## src/rtl/cpuclk_switch_m.sv

```systemverilog
// Glitch-free CPU clock switch between a synchronised low-speed clock (BBC phi0)
// and an hsclk-derived divider, with every flop on hsclk.
module cpuclk_switch_m #(
  parameter int DIV_W       = 3,
  parameter int SYNC_STAGES = 2
) (
  input  logic             hsclk,
  input  logic             resetb,
  input  logic             lsclk_in,
  input  logic             hsclk_sel,
  input  logic [DIV_W-1:0] hsclk_div_sel,
  output logic             cpuclk,
  output logic             hs_active,
  output logic             switch_busy
);

  typedef enum logic [1:0] {
    LS_RUN = 2'd0,
    LS2HS  = 2'd1,
    HS_RUN = 2'd2,
    HS2LS  = 2'd3
  } state_t;

  state_t                 r_state;
  state_t                 w_state_nxt;
  logic [SYNC_STAGES-1:0] r_sync;
  logic                   r_lsclk_d;
  logic                   r_cpuclk;
  logic                   w_cpuclk_nxt;
  logic [DIV_W-1:0]       r_cnt;
  logic [DIV_W-1:0]       w_cnt_nxt;
  logic [DIV_W-1:0]       r_div_q;
  logic [DIV_W-1:0]       w_div_q_nxt;
  logic                   w_lsclk_s;
  logic                   w_ls_fall;
  logic                   w_div_run;

  // lsclk_in is asynchronous and treated purely as data from here on.
  always_ff @(posedge hsclk or negedge resetb) begin
    if (!resetb) begin
      r_sync    <= '0;
      r_lsclk_d <= 1'b0;
    end else begin
      r_sync    <= {r_sync[SYNC_STAGES-2:0], lsclk_in};
      r_lsclk_d <= w_lsclk_s;
    end
  end

  assign w_lsclk_s = r_sync[SYNC_STAGES-1];
  assign w_ls_fall = r_lsclk_d & ~w_lsclk_s;

  always_ff @(posedge hsclk or negedge resetb) begin
    if (!resetb) begin
      r_state  <= LS_RUN;
      r_cpuclk <= 1'b0;
      r_cnt    <= '0;
      r_div_q  <= '0;
    end else begin
      r_state  <= w_state_nxt;
      r_cpuclk <= w_cpuclk_nxt;
      r_cnt    <= w_cnt_nxt;
      r_div_q  <= w_div_q_nxt;
    end
  end

  // Hand-overs only happen while cpuclk is low, so neither clock source can cut a phase short.
  always_comb begin
    w_state_nxt  = r_state;
    w_cpuclk_nxt = r_cpuclk;
    w_cnt_nxt    = r_cnt;
    w_div_q_nxt  = r_div_q;
    w_div_run    = 1'b0;

    case (r_state)
      LS_RUN: begin
        w_cpuclk_nxt = w_lsclk_s;
        if (hsclk_sel) begin
          w_state_nxt = LS2HS;
        end
      end
      LS2HS: begin
        if (!hsclk_sel) begin
          w_state_nxt  = LS_RUN;
          w_cpuclk_nxt = w_lsclk_s;
        end else if (w_ls_fall) begin
          w_state_nxt  = HS_RUN;
          w_cpuclk_nxt = 1'b0;
          w_cnt_nxt    = '0;
          w_div_q_nxt  = hsclk_div_sel;
        end else begin
          w_cpuclk_nxt = w_lsclk_s;
        end
      end
      HS_RUN: begin
        w_div_run = 1'b1;
        if (!hsclk_sel) begin
          w_state_nxt = HS2LS;
        end
      end
      HS2LS: begin
        if (hsclk_sel) begin
          w_state_nxt = HS_RUN;
          w_div_run   = 1'b1;
        end else if (r_cpuclk) begin
          w_div_run = 1'b1;
        end else if (w_ls_fall) begin
          w_state_nxt = LS_RUN;
        end
      end
      default: begin
        w_state_nxt  = LS_RUN;
        w_cpuclk_nxt = 1'b0;
      end
    endcase

    // The divide ratio is only sampled at a phase boundary, so a running phase keeps its length.
    if (w_div_run) begin
      if (r_cnt == r_div_q) begin
        w_cpuclk_nxt = ~r_cpuclk;
        w_cnt_nxt    = '0;
        w_div_q_nxt  = hsclk_div_sel;
      end else begin
        w_cnt_nxt = r_cnt + DIV_W'(1);
      end
    end
  end

  assign cpuclk      = r_cpuclk;
  assign hs_active   = (r_state == HS_RUN);
  assign switch_busy = (r_state == LS2HS) || (r_state == HS2LS);

endmodule

```

## config.mk

```make
export PLATFORM = sky130hd
export DESIGN_NAME = cpuclk_switch_m
export DESIGN_NICKNAME = d
export VERILOG_FILES = /design/src/rtl/cpuclk_switch_m.sv
export SDC_FILE = /design/constraint.sdc
export NUM_CORES = 1
export LEC_CHECK = 0
export ABC_AREA = 0
export BUFFER_PORTS_ARGS = -buffer_cell sky130_fd_sc_hd__buf_2
export CORE_AREA = 2 2 39 41
export DETAILED_ROUTE_END_ITERATION = 6
export DIE_AREA = 0 0 41 43
export MAX_ROUTING_LAYER = met4
export PLACE_DENSITY = 0.61
export SLEW_MARGIN = 20
export SYNTH_ARGS = -nofsm -noshare
export SYNTH_HDL_FRONTEND = slang
export SYNTH_SLANG_ARGS = --single-unit
```

## constraint.sdc

```tcl
create_clock -name hsclk -period 1.7 [get_ports hsclk]
set_input_delay 0.34 -clock hsclk [delete_from_list [all_inputs] [get_ports hsclk]]
set_output_delay 0.34 -clock hsclk [all_outputs]
set_load 0.02 [all_outputs]
```

==> reports/metrics.csv, run 1 <==
stage,metric,value,unit
synthesis,Commonest cells post-synth,"dfrtp_1, nand2_1, mux2_2, xnor2_1",
routing,total wire length,856,um
routing,DR iter-0 viols,4,
global_route,first-pass GRT wire length,1.52,mm
die,Core Region,0.00138,sq mm
synthesis,area share of the largest cell type after synthesis,53.6,%
sta,Final Skew,0.000338,ns
sta,fmax,0.686,GHz
setup_path,FF-to-FF path depth,4,
die,die width,41,um
sta,Slew Limit Fails,0,
global_route,GRT Overall Usage,13.8,%
sta,fin crit share,85.8,%
worst_hold_path,hold path depth,1,
synthesis,"EDFF count, synth",0,
global_route,initial antenna violation count,0,
setup_path,Setup CP Type,reg2reg,
run,maxcap violations,0,
die,IO Count,10,
routing,routed vias,375,
sta,max_slew headroom,75.7,%
synthesis,"top cells by area, synth","dfrtp_1, mux2_2, xnor2_1",
final_layout,Layout Nets,69,
setup_path,Worst R2R Start,r_state[0]$_DFFE_PN0P_,
routing,Avg Vias per Cell,5.00,
final_layout,fill count,137,
power,PD cells,1900,mW/mm^2
die,FP Rows,14,
clocking,CTS root buffer,clkbuf_4,
die,Initial Utilization,40.5,%
synthesis,synthesized area per cell,12.5,sq um
synthesis,commonest register cell after synthesis,dfrtp_1,
synthesis,Cells after Synth,45,
routing,Final ANT Viol Nets,0,
die,Die Area,0.00176,sq mm
final_layout,proportion of layout cells with a drive suffix above 1,37.3,%
synthesis,leading area contributor after synthesis,dfrtp_1,
outcome,status,"complete, no violations",
setup_path,Worst Path Arrival,1.61,ns
worst_hold_path,Worst Hold Class,in2reg,
die,Die Y,43,um
power,Peak VDD IR,751,uV
setup_path,critical path required time,1.85,ns
synthesis,Synth cell types,24,
synthesis,Netlist Area Pre-Place,561,sq um
clocking,H-tree levels,1,
synthesis,Synth async-reset ratio,100,%
global_route,GRT Residual Overflow,0,
place,I/O Buffers,9,
final_layout,fin util,48.4,%
synthesis,syn nets,53,
setup_path,Setup crit start kind,flip-flop,
routing,number of detailed-route iterations in the first pass,2,
sta,Setup Viol. Count Final,0,
sta,Fin Setup TNS,0,ns
synthesis,register area share after synthesis,53.6,%
clocking,CTS Buffer Depth,2,
worst_hold_path,WHS Endpoint,r_sync[0]$_DFF_PN0_,
clocking,latest clock arrival within the worst-skew pair,0.26,ns
global_route,vias in the first global route,363,
setup_path,R2R Path End,r_div_q[0]$_DFF_PN0_,
place,DP HPWL,660,um
clocking,CTS tree,done,
global_route,largest net degree at the start of global routing,13,
clocking,CTS sink cnt,12,
place,Routability Congestion,0.843,
sta,final hold violations,0,
routing,Avg WL per Cell,11.4,um
sta,RSZ-0062 raised after global routing,no,
synthesis,most common cell in the netlist,dfrtp_1,
setup_path,flop2flop setup slack,0.24,ns
final_layout,Area growth syn-to-layout,19.4,%
setup_path,worst-path fanout max,4,
worst_hold_path,Worst Hold Launch,lsclk_in,
clocking,"CTS clk-pin slew, worst paths",0.07,ns
clocking,clock buffer count from CTS,3,
final_layout,Inserted Diodes,0,
power,Leak,0.307,nW
synthesis,yosys warns,0,
sta,min cycle time layout,1.46,ns
setup_path,CP endpoint kind,flip-flop,
synthesis,Synth Register Bits,12,
routing,DRC Markers,0,
sta,slew of the pin with the lowest slew margin,0.365,ns
-- state kept, by name (all words and copies together) (netlist names), named ones only --
name	cells
r_cnt	3
r_state	1
r_div_q	3
cpuclk	1
r_lsclk_d	1
r_sync	2
-- logic make-up after synthesis --
kind of cell | Yosys count | synth area share [%]
buffers and inverters | 3 | 2.01
adder cells (fa/ha/maj) | 1 | 2.23
AND/OR/NAND/NOR | 15 | 17.4
XOR/XNOR | 3 | 4.69
flip-flops | 12 | 53.6
multiplexers | 3 | 6.03
AO/OA/AOI/OAI | 8 | 14.1
-- worst max-delay path by stage --
stage                                 from              endpoint  depth (start not counted)
floorplan                        flip-flop  r_div_q[0]$_DFF_PN0_                          4
global placement                 hsclk_sel  r_div_q[1]$_DFF_PN0_                          5
detailed placement               hsclk_sel  r_div_q[0]$_DFF_PN0_                          5
CTS                 r_state[0]$_DFFE_PN0P_  r_div_q[0]$_DFF_PN0_                          4
global route        r_state[0]$_DFFE_PN0P_  r_div_q[0]$_DFF_PN0_                          4
finish              r_state[0]$_DFFE_PN0P_  r_div_q[0]$_DFF_PN0_                          4
-- metrics by stage --
stage,hold slack (ns),setup slack [ns],std cells,power [W],area [sq um]
global route,0.161,0.191,75,0.00138,669
floorplan,0.0444,0.252,45,0.000951,561
global placement,0.230,0.240,71,0.00111,637
finish,0.182,0.242,75,0.00127,669
CTS,0.169,0.234,75,0.00129,669
detailed placement,0.231,0.223,71,0.00112,637
-- report_power, final --
group	switching, W	internal [W]
clock	0.0000831	0.0000817
combinational	0.000279	0.000325
sequential	0.000103	0.000399
-- layout make-up --
cell class                      instances  area, sq um  area share [%]
Sequential cell                        12          300            44.9
Multi-Input combinational cell         30          249            37.2
Timing Repair Buffer                   12         70.1            10.5
Clock buffer                            3         22.5            3.36
Tap cell                               16         20.0            2.99
Inverter                                2         7.51            1.12
-- placed cells by master, fill, tap and decap left out --
cell type,instances
dfrtp_1,12
buf_2,9
nand2_1,4
xnor2_1,3
mux2_2,3
clkbuf_4,3
inv_1,2
nand3_1,2
nor2_1,2
buf_4,2
nor2b_1,1
o31ai_4,1
nand2b_4,1
or3_4,1
o21ai_2,1
nand2b_1,1
o311ai_0,1
o31ai_1,1
and2_4,1
o2bb2ai_1,1
a22o_1,1
o22ai_1,1
nor4b_1,1
nor4bb_1,1
a211o_1,1
ha_1,1
dlygate4sd3_1,1
-- critical path, stage by stage (launching register included) --
cell and delay, ns:
dfrtp_1 0.40, nand2_1 0.11, or3_4 0.38, o21ai_2 0.10, mux2_2 0.36
-- metal layers --
metal / track usage [%] / up-vias / wire length (um)
li1: - / 194 / -
met1: 19.4 / 177 / 410
met2: 16.9 / 4 / 424
met3: 4.71 / 0 / 21
met4: 8.00 / 0 / 0
met5: - / - / 0
-- what timing repair did --
item	in CTS	in global routing
hold buffers	1	0
setup buffers	0	0
gates resized for setup	0	0
endpoints found under the hold margin	12	0
Note: power is estimated with default switching activity, not from simulation.
==> run 2: changes to the inputs <==
--- a/config.mk
+++ b/config.mk
@@ -11,7 +11,7 @@
 export DETAILED_ROUTE_END_ITERATION = 6
 export DIE_AREA = 0 0 41 43
 export MAX_ROUTING_LAYER = met4
-export PLACE_DENSITY = 0.61
+export PLACE_DENSITY = 0.63
 export SLEW_MARGIN = 20
 export SYNTH_ARGS = -nofsm -noshare
 export SYNTH_HDL_FRONTEND = slang
==> constraint.sdc (replaced) <==
create_clock -name hsclk -period 1.3 [get_ports hsclk]
set_input_delay 0.26 -clock hsclk [delete_from_list [all_inputs] [get_ports hsclk]]
set_output_delay 0.26 -clock hsclk [all_outputs]
set_load 0.02 [all_outputs]
==> run 2 against run 1 <==
Compared with the run above:
- the run now ends with setup timing left
- largest cell class unchanged
- count of clock-buffer cells in the layout is the same
- critical path depth grew 1
- register-to-register slack lost 0.38 ns
- first-iteration DRC count grew 50%
- total power grew 69%
- die area is the same
- non-clock buffer count grew 12
- worst hold slack lost 0.077 ns
- highest routed layer unchanged
- clock skew grew 0.014 ns
- final area grew 21%
==> reports/metrics.csv, run 2 (synthesized netlist as in run 1, its figures left out) <==
stage,metric,value,unit,change
outcome,status,"finished, violations left",,"was complete, no violations"
outcome,failing checks,setup timing,,
die,IO Count,10,,unchanged
global_route,vias in the first global route,389,,was 363
clocking,CTS sink cnt,12,,unchanged
global_route,GRT Residual Overflow,0,,unchanged
power,Peak VDD IR,1150,uV,was 751 uV
global_route,initial antenna violation count,0,,unchanged
clocking,CTS tree,done,,unchanged
clocking,CTS Buffer Depth,2,,unchanged
die,Die Y,43,um,unchanged
setup_path,Worst Path Arrival,1.60,ns,was 1.61 ns
power,PD cells,2650,mW/mm^2,was 1900 mW/mm^2
setup_path,critical path required time,1.46,ns,was 1.85 ns
die,Core Region,0.00138,sq mm,unchanged
final_layout,"commonest non-fill, non-tap cells in the layout","buf_4, dfrtp_1, buf_2",,"was dfrtp_1, buf_2, nand2_1"
clocking,CTS root buffer,clkbuf_4,,unchanged
power,Design Power,0.00214,W,was 0.00127 W
setup_path,worst-path fanout max,3,,was 4
sta,slew of the pin with the lowest slew margin,0.381,ns,was 0.365 ns
die,Initial Utilization,40.5,%,unchanged
final_layout,fill count,111,,was 137
routing,DRC Markers,0,,unchanged
clocking,latest clock arrival within the worst-skew pair,0.27,ns,was 0.26 ns
sta,fmax,0.695,GHz,was 0.686 GHz
sta,final worst slack,-0.139,ns,was 0.242 ns
routing,DR iter-0 viols,6,,was 4
setup_path,Critical path buffers and inverters,1,,was 0
place,DP HPWL,747,um,was 660 um
clocking,clock buffer count from CTS,3,,unchanged
routing,total wire length,1.11,mm,was 856 um
sta,Slew Limit Fails,0,,unchanged
global_route,first-pass GRT wire length,1.61,mm,was 1.52 mm
die,die width,41,um,unchanged
final_layout,biggest regs,"r_cnt x3, r_div_q x3, r_sync x2",,unchanged
setup_path,Setup crit start kind,flip-flop,,unchanged
place,Place WS,-0.130,ns,was 0.223 ns
die,FP Rows,14,,unchanged
sta,min cycle time layout,1.44,ns,was 1.46 ns
power,Leak,0.394,nW,was 0.307 nW
setup_path,CP peak stage delay,0.42,ns,was 0.40 ns
sta,RSZ-0062 raised after global routing,yes,,was no
sta,Setup Viol. Count Final,7,,was 0
setup_path,Setup CP Type,reg2reg,,unchanged
run,maxcap violations,0,,unchanged
routing,Avg WL per Cell,12.7,um,was 11.4 um
final_layout,Layout Nets,81,,was 69
final_layout,fin util,58.5,%,was 48.4%
worst_hold_path,Worst Hold Class,in2reg,,unchanged
clocking,"CTS clk-pin slew, worst paths",0.08,ns,was 0.07 ns
routing,Avg Vias per Cell,4.86,,was 5.00
final_layout,"non-filler cells, final",87,,was 75
place,I/O Buffers,9,,unchanged
global_route,GRT Overall Usage,14.6,%,was 13.8%
die,Die Area,0.00176,sq mm,unchanged
sta,max_slew headroom,74.6,%,was 75.7%
routing,number of detailed-route iterations in the first pass,4,,was 2
final_layout,Area growth syn-to-layout,44.4,%,was 19.4%
global_route,largest net degree at the start of global routing,13,,unchanged
routing,routed vias,423,,was 375
sta,Final Skew,0.0143,ns,was 0.000338 ns
final_layout,Inserted Diodes,0,,unchanged
sta,fin crit share,111,%,was 85.8%
place,Routability Congestion,0.785,,was 0.843
clocking,H-tree levels,1,,unchanged
setup_path,cell family with most CP delay,flip-flops,,was simple AND/OR/NAND/NOR gates
setup_path,CP endpoint kind,flip-flop,,unchanged
final_layout,"commonest non-fill, non-tap cell in the layout",buf_4,,was dfrtp_1
place,DP Cell Count,79,,was 71
routing,Final ANT Viol Nets,0,,unchanged
setup_path,crit path cell chain,"xnor2_2, nand3_2, buf_6, nor4b_1, a211o_1",,"was nand2_1, or3_4, o21ai_2, mux2_2"
setup_path,slowest CP cell,dfrtp_1,,unchanged
sta,final hold violations,0,,unchanged
final_layout,proportion of layout cells with a drive suffix above 1,53.5,%,was 37.3%
run 2: cell count changes in the layout (fill, tap and decap cells not counted), sizes merged:
cell	before	now
buf	11	23
run 2: worst paths after layout:
check	from	to	slack [ns]	depth (start not counted)
max	r_cnt[0]$_DFFE_PN0P_	r_cnt[2]$_DFFE_PN0P_	-0.14	5
min	lsclk_in	r_sync[0]$_DFF_PN0_	0.11	1
max reg2reg	r_cnt[0]$_DFFE_PN0P_	r_cnt[2]$_DFFE_PN0P_	-0.14	5
min reg2reg	r_sync[0]$_DFF_PN0_	r_sync[1]$_DFF_PN0_	0.34	0
max in group asynchronous	resetb	r_state[0]$_DFFE_PN0P_	0.69	2
min in group asynchronous	resetb	r_cnt[1]$_DFFE_PN0P_	0.38	2
run 2: final cells by class:
class                   instances  area [sq um]  area share (%)
repair buffers                 24           164            20.2
multi-input cells              30           295            36.5
inverters                       2          7.51           0.927
clock buffers                   3          22.5            2.78
well taps                      16          20.0            2.47
flip-flops and latches         12           300            37.1
run 2: per-layer routing:
layer	vias up	share of wire [%]	global-route usage, %
li1	213	-	-
met1	203	52	19.4
met2	7	45	18.4
met3	0	2.3	4.71
met4	0	0	10.0
met5	-	0	-
run 2: power breakdown:
part	internal [W]	switching, W
Combinational	0.000738	0.000520
Sequential	0.000521	0.000138
Clock	0.000107	0.000118
Total	0.00137	0.000777
run 2: stage by stage:
stage,cell area (sq um),TNS [ns],hold slack [ns]
final,810,-0.682,0.105
after global placement,697,-0.371,0.152
after global routing,810,-1.13,0.0829
after floorplan,561,-0.634,-0.0356
after CTS,744,-0.541,0.0895
after detailed placement,697,-0.510,0.148
run 2: what timing repair did:
action	in CTS	in global routing
setup buffers	2	2
resized for setup	1	9
hold endpoints to repair	12	0
pin swaps	2	3
hold buffers	1	0
endpoints found under the setup margin	7	7
==> run 3: changes to the inputs <==
--- a/config.mk
+++ b/config.mk
@@ -10,6 +10,7 @@
 export CORE_AREA = 2 2 39 41
 export DETAILED_ROUTE_END_ITERATION = 6
 export DIE_AREA = 0 0 41 43
+export HOLD_SLACK_MARGIN = 0.15
 export MAX_ROUTING_LAYER = met4
 export PLACE_DENSITY = 0.63
 export SLEW_MARGIN = 20
==> run 3 against run 2 <==
Compared with the run above:
- the run still ends with setup timing left
- total power grew 0.11%
- wire length is 0.81% higher
- global-route usage is the same
- largest power group unchanged
- highest routed layer unchanged
==> reports/metrics.csv, run 3 (synthesized netlist as in run 1, its figures left out) <==
stage,metric,value,unit,change
setup_path,Worst Path Arrival,1.60,ns,about the same
routing,DR iter-0 viols,6,,unchanged
outcome,status,"finished, violations left",,unchanged
global_route,first-pass GRT wire length,1.61,mm,unchanged
power,PD cells,2620,mW/mm^2,was 2650 mW/mm^2
power,Peak VDD IR,1150,uV,about the same
die,IO Count,10,,unchanged
die,Initial Utilization,40.5,%,unchanged
setup_path,CP peak stage delay,0.42,ns,about the same
sta,max_slew headroom,74.6,%,unchanged
final_layout,proportion of layout cells with a drive suffix above 1,52.8,%,was 53.5%
worst_hold_path,Worst Hold Class,in2reg,,unchanged
clocking,latest clock arrival within the worst-skew pair,0.27,ns,about the same
final_layout,Area growth syn-to-layout,46.2,%,was 44.4%
setup_path,R2R Path End,r_cnt[2]$_DFFE_PN0P_,,unchanged
setup_path,Setup crit start,r_cnt[0]$_DFFE_PN0P_,,unchanged
die,die width,41,um,unchanged
routing,Avg Vias per Cell,4.83,,was 4.86
clocking,clock buffer count from CTS,3,,unchanged
setup_path,crit path cell chain,"xnor2_2, nand3_2, buf_6, nor4b_1, a211o_1",,unchanged
place,Routability Congestion,0.785,,unchanged
setup_path,flop2flop setup slack,-0.14,ns,about the same
sta,RSZ-0062 raised after global routing,yes,,unchanged
routing,met3 wire length,25,um,was 26 um
setup_path,Worst R2R Start,r_cnt[0]$_DFFE_PN0P_,,unchanged
power,Leak,0.398,nW,was 0.394 nW
clocking,CTS Buffer Depth,2,,unchanged
global_route,vias in the first global route,389,,unchanged
final_layout,Inserted Diodes,0,,unchanged
die,Core Region,0.00138,sq mm,unchanged
routing,DRC Markers,0,,unchanged
outcome,failing checks,setup timing,,unchanged
final_layout,"non-filler cells, final",88,,was 87
final_layout,"commonest non-fill, non-tap cell in the layout",buf_4,,unchanged
final_layout,fin util,59.2,%,was 58.5%
setup_path,CP endpoint,r_cnt[2]$_DFFE_PN0P_,,unchanged
sta,Slew Limit Fails,0,,unchanged
clocking,"CTS clk-pin slew, worst paths",0.08,ns,about the same
run,maxcap violations,0,,unchanged
die,Die Y,43,um,unchanged
sta,slew of the pin with the lowest slew margin,0.381,ns,unchanged
sta,min cycle time layout,1.44,ns,unchanged
sta,fin crit share,111,%,unchanged
global_route,GRT Overall Usage,14.6,%,unchanged
routing,routed vias,425,,was 423
place,I/O Buffers,9,,unchanged
clocking,CTS root buffer,clkbuf_4,,unchanged
sta,Setup Viol. Count Final,7,,unchanged
setup_path,Setup CP Type,reg2reg,,unchanged
clocking,CTS sink cnt,12,,unchanged
setup_path,CP endpoint kind,flip-flop,,unchanged
place,DP HPWL,747,um,unchanged
global_route,initial antenna violation count,0,,unchanged
routing,number of detailed-route iterations in the first pass,4,,unchanged
clocking,H-tree levels,1,,unchanged
sta,final worst slack,-0.139,ns,unchanged
die,Die Area,0.00176,sq mm,unchanged
routing,Avg WL per Cell,12.7,um,about the same
sta,fmax,0.695,GHz,unchanged
final_layout,Layout Nets,82,,was 81
clocking,CTS tree,done,,unchanged
sta,Hold WS,0.220,ns,was 0.105 ns
setup_path,Setup crit start kind,flip-flop,,unchanged
routing,DR WL met2,507,um,was 504 um
sta,Fin Setup TNS,-0.682,ns,about the same
setup_path,slowest CP cell,dfrtp_1,,unchanged
routing,Final ANT Viol Nets,0,,unchanged
global_route,GRT Residual Overflow,0,,unchanged
place,DP Cell Count,79,,unchanged
sta,final hold violations,0,,unchanged
routing,Top Layer Used,met3,,unchanged
routing,Met1 Wirelength,583,um,was 577 um
place,Place WS,-0.130,ns,unchanged
final_layout,biggest regs,"r_cnt x3, r_div_q x3, r_sync x2",,unchanged
setup_path,worst-path fanout max,3,,unchanged
final_layout,"commonest non-fill, non-tap cells in the layout","buf_4, dfrtp_1, buf_2",,unchanged
global_route,largest net degree at the start of global routing,13,,unchanged
routing,total wire length,1.12,mm,was 1.11 mm
sta,Final Skew,0.0142,ns,was 0.0143 ns
setup_path,FF-to-FF path depth,5,,unchanged
setup_path,critical path required time,1.46,ns,about the same
die,FP Rows,14,,unchanged
## run 3: changes by cell type in the layout (fill, tap and decap cells not counted)
| cell | previous run | this run |
|---|---|---|
| dlygate4sd3_1 | 1 | 2 |
## run 3: stage by stage
| stage | power (W) | instance area, sq um |
|---|---|---|
| 3_5_place_dp | 0.00159 | 697 |
| 5_1_grt | 0.00229 | 820 |
| 3_3_place_gp | 0.00158 | 697 |
| 6_report | 0.00215 | 820 |
| 2_1_floorplan | 0.00124 | 561 |
| 4_1_cts | 0.00188 | 754 |
## run 3: worst min-delay path by stage
stage                                 from                         end  slack (ns)  cells after the start
after floorplan                     resetb  asynchronous set/reset pin       -0.04                      0
after global placement              resetb        r_cnt[1]$_DFFE_PN0P_        0.15                      1
after detailed placement            resetb        r_cnt[1]$_DFFE_PN0P_        0.15                      1
after CTS                 hsclk_div_sel[0]        r_div_q[0]$_DFF_PN0_        0.22                      2
after global routing      hsclk_div_sel[0]        r_div_q[0]$_DFF_PN0_        0.21                      2
final                     hsclk_div_sel[0]        r_div_q[0]$_DFF_PN0_        0.22                      2
## run 3: what timing repair did
action                                  in CTS  in global routing
buffers inserted                             2                  2
hold buffers                                 2                  0
gates cloned                                 0                  0
endpoints found under the hold margin       13                  0
endpoints found under the setup margin       7                  7
pin swaps                                    2                  3
gates resized for setup                      1                  9
## run 3: worst max-delay path: cells and delay by family (launching register included)
family,cells,cell delay (ns)
xor gates and xnor gates,1,0.19
buffers and inverters,1,0.15
AOI/OAI and AO/OA,1,0.29
DFF,1,0.42
and+or+nand+nor,2,0.28
## run 3: area by class of cell
| type | count | area, sq um |
|---|---|---|
| multi-input cells | 30 | 295 |
| repair buffers | 25 | 174 |
| inverters | 2 | 7.51 |
| clock buffers | 3 | 22.5 |
| flip-flops and latches | 12 | 300 |
| fillers | 110 | 564 |
| well taps | 16 | 20.0 |
## run 3: per-layer routing
layer | up-vias | GRT usage (%)
li1 | 215 | -
met1 | 203 | 19.4
met2 | 7 | 18.4
met3 | 0 | 4.71
met4 | 0 | 10.0
met5 | - | -
## run 3: power breakdown
| group | switching [W] | total [W] | internal (W) |
|---|---|---|---|
| clock | 0.000118 | 0.000225 | 0.000107 |
| sequential | 0.000138 | 0.000659 | 0.000521 |
| combinational | 0.000521 | 0.00126 | 0.000740 |
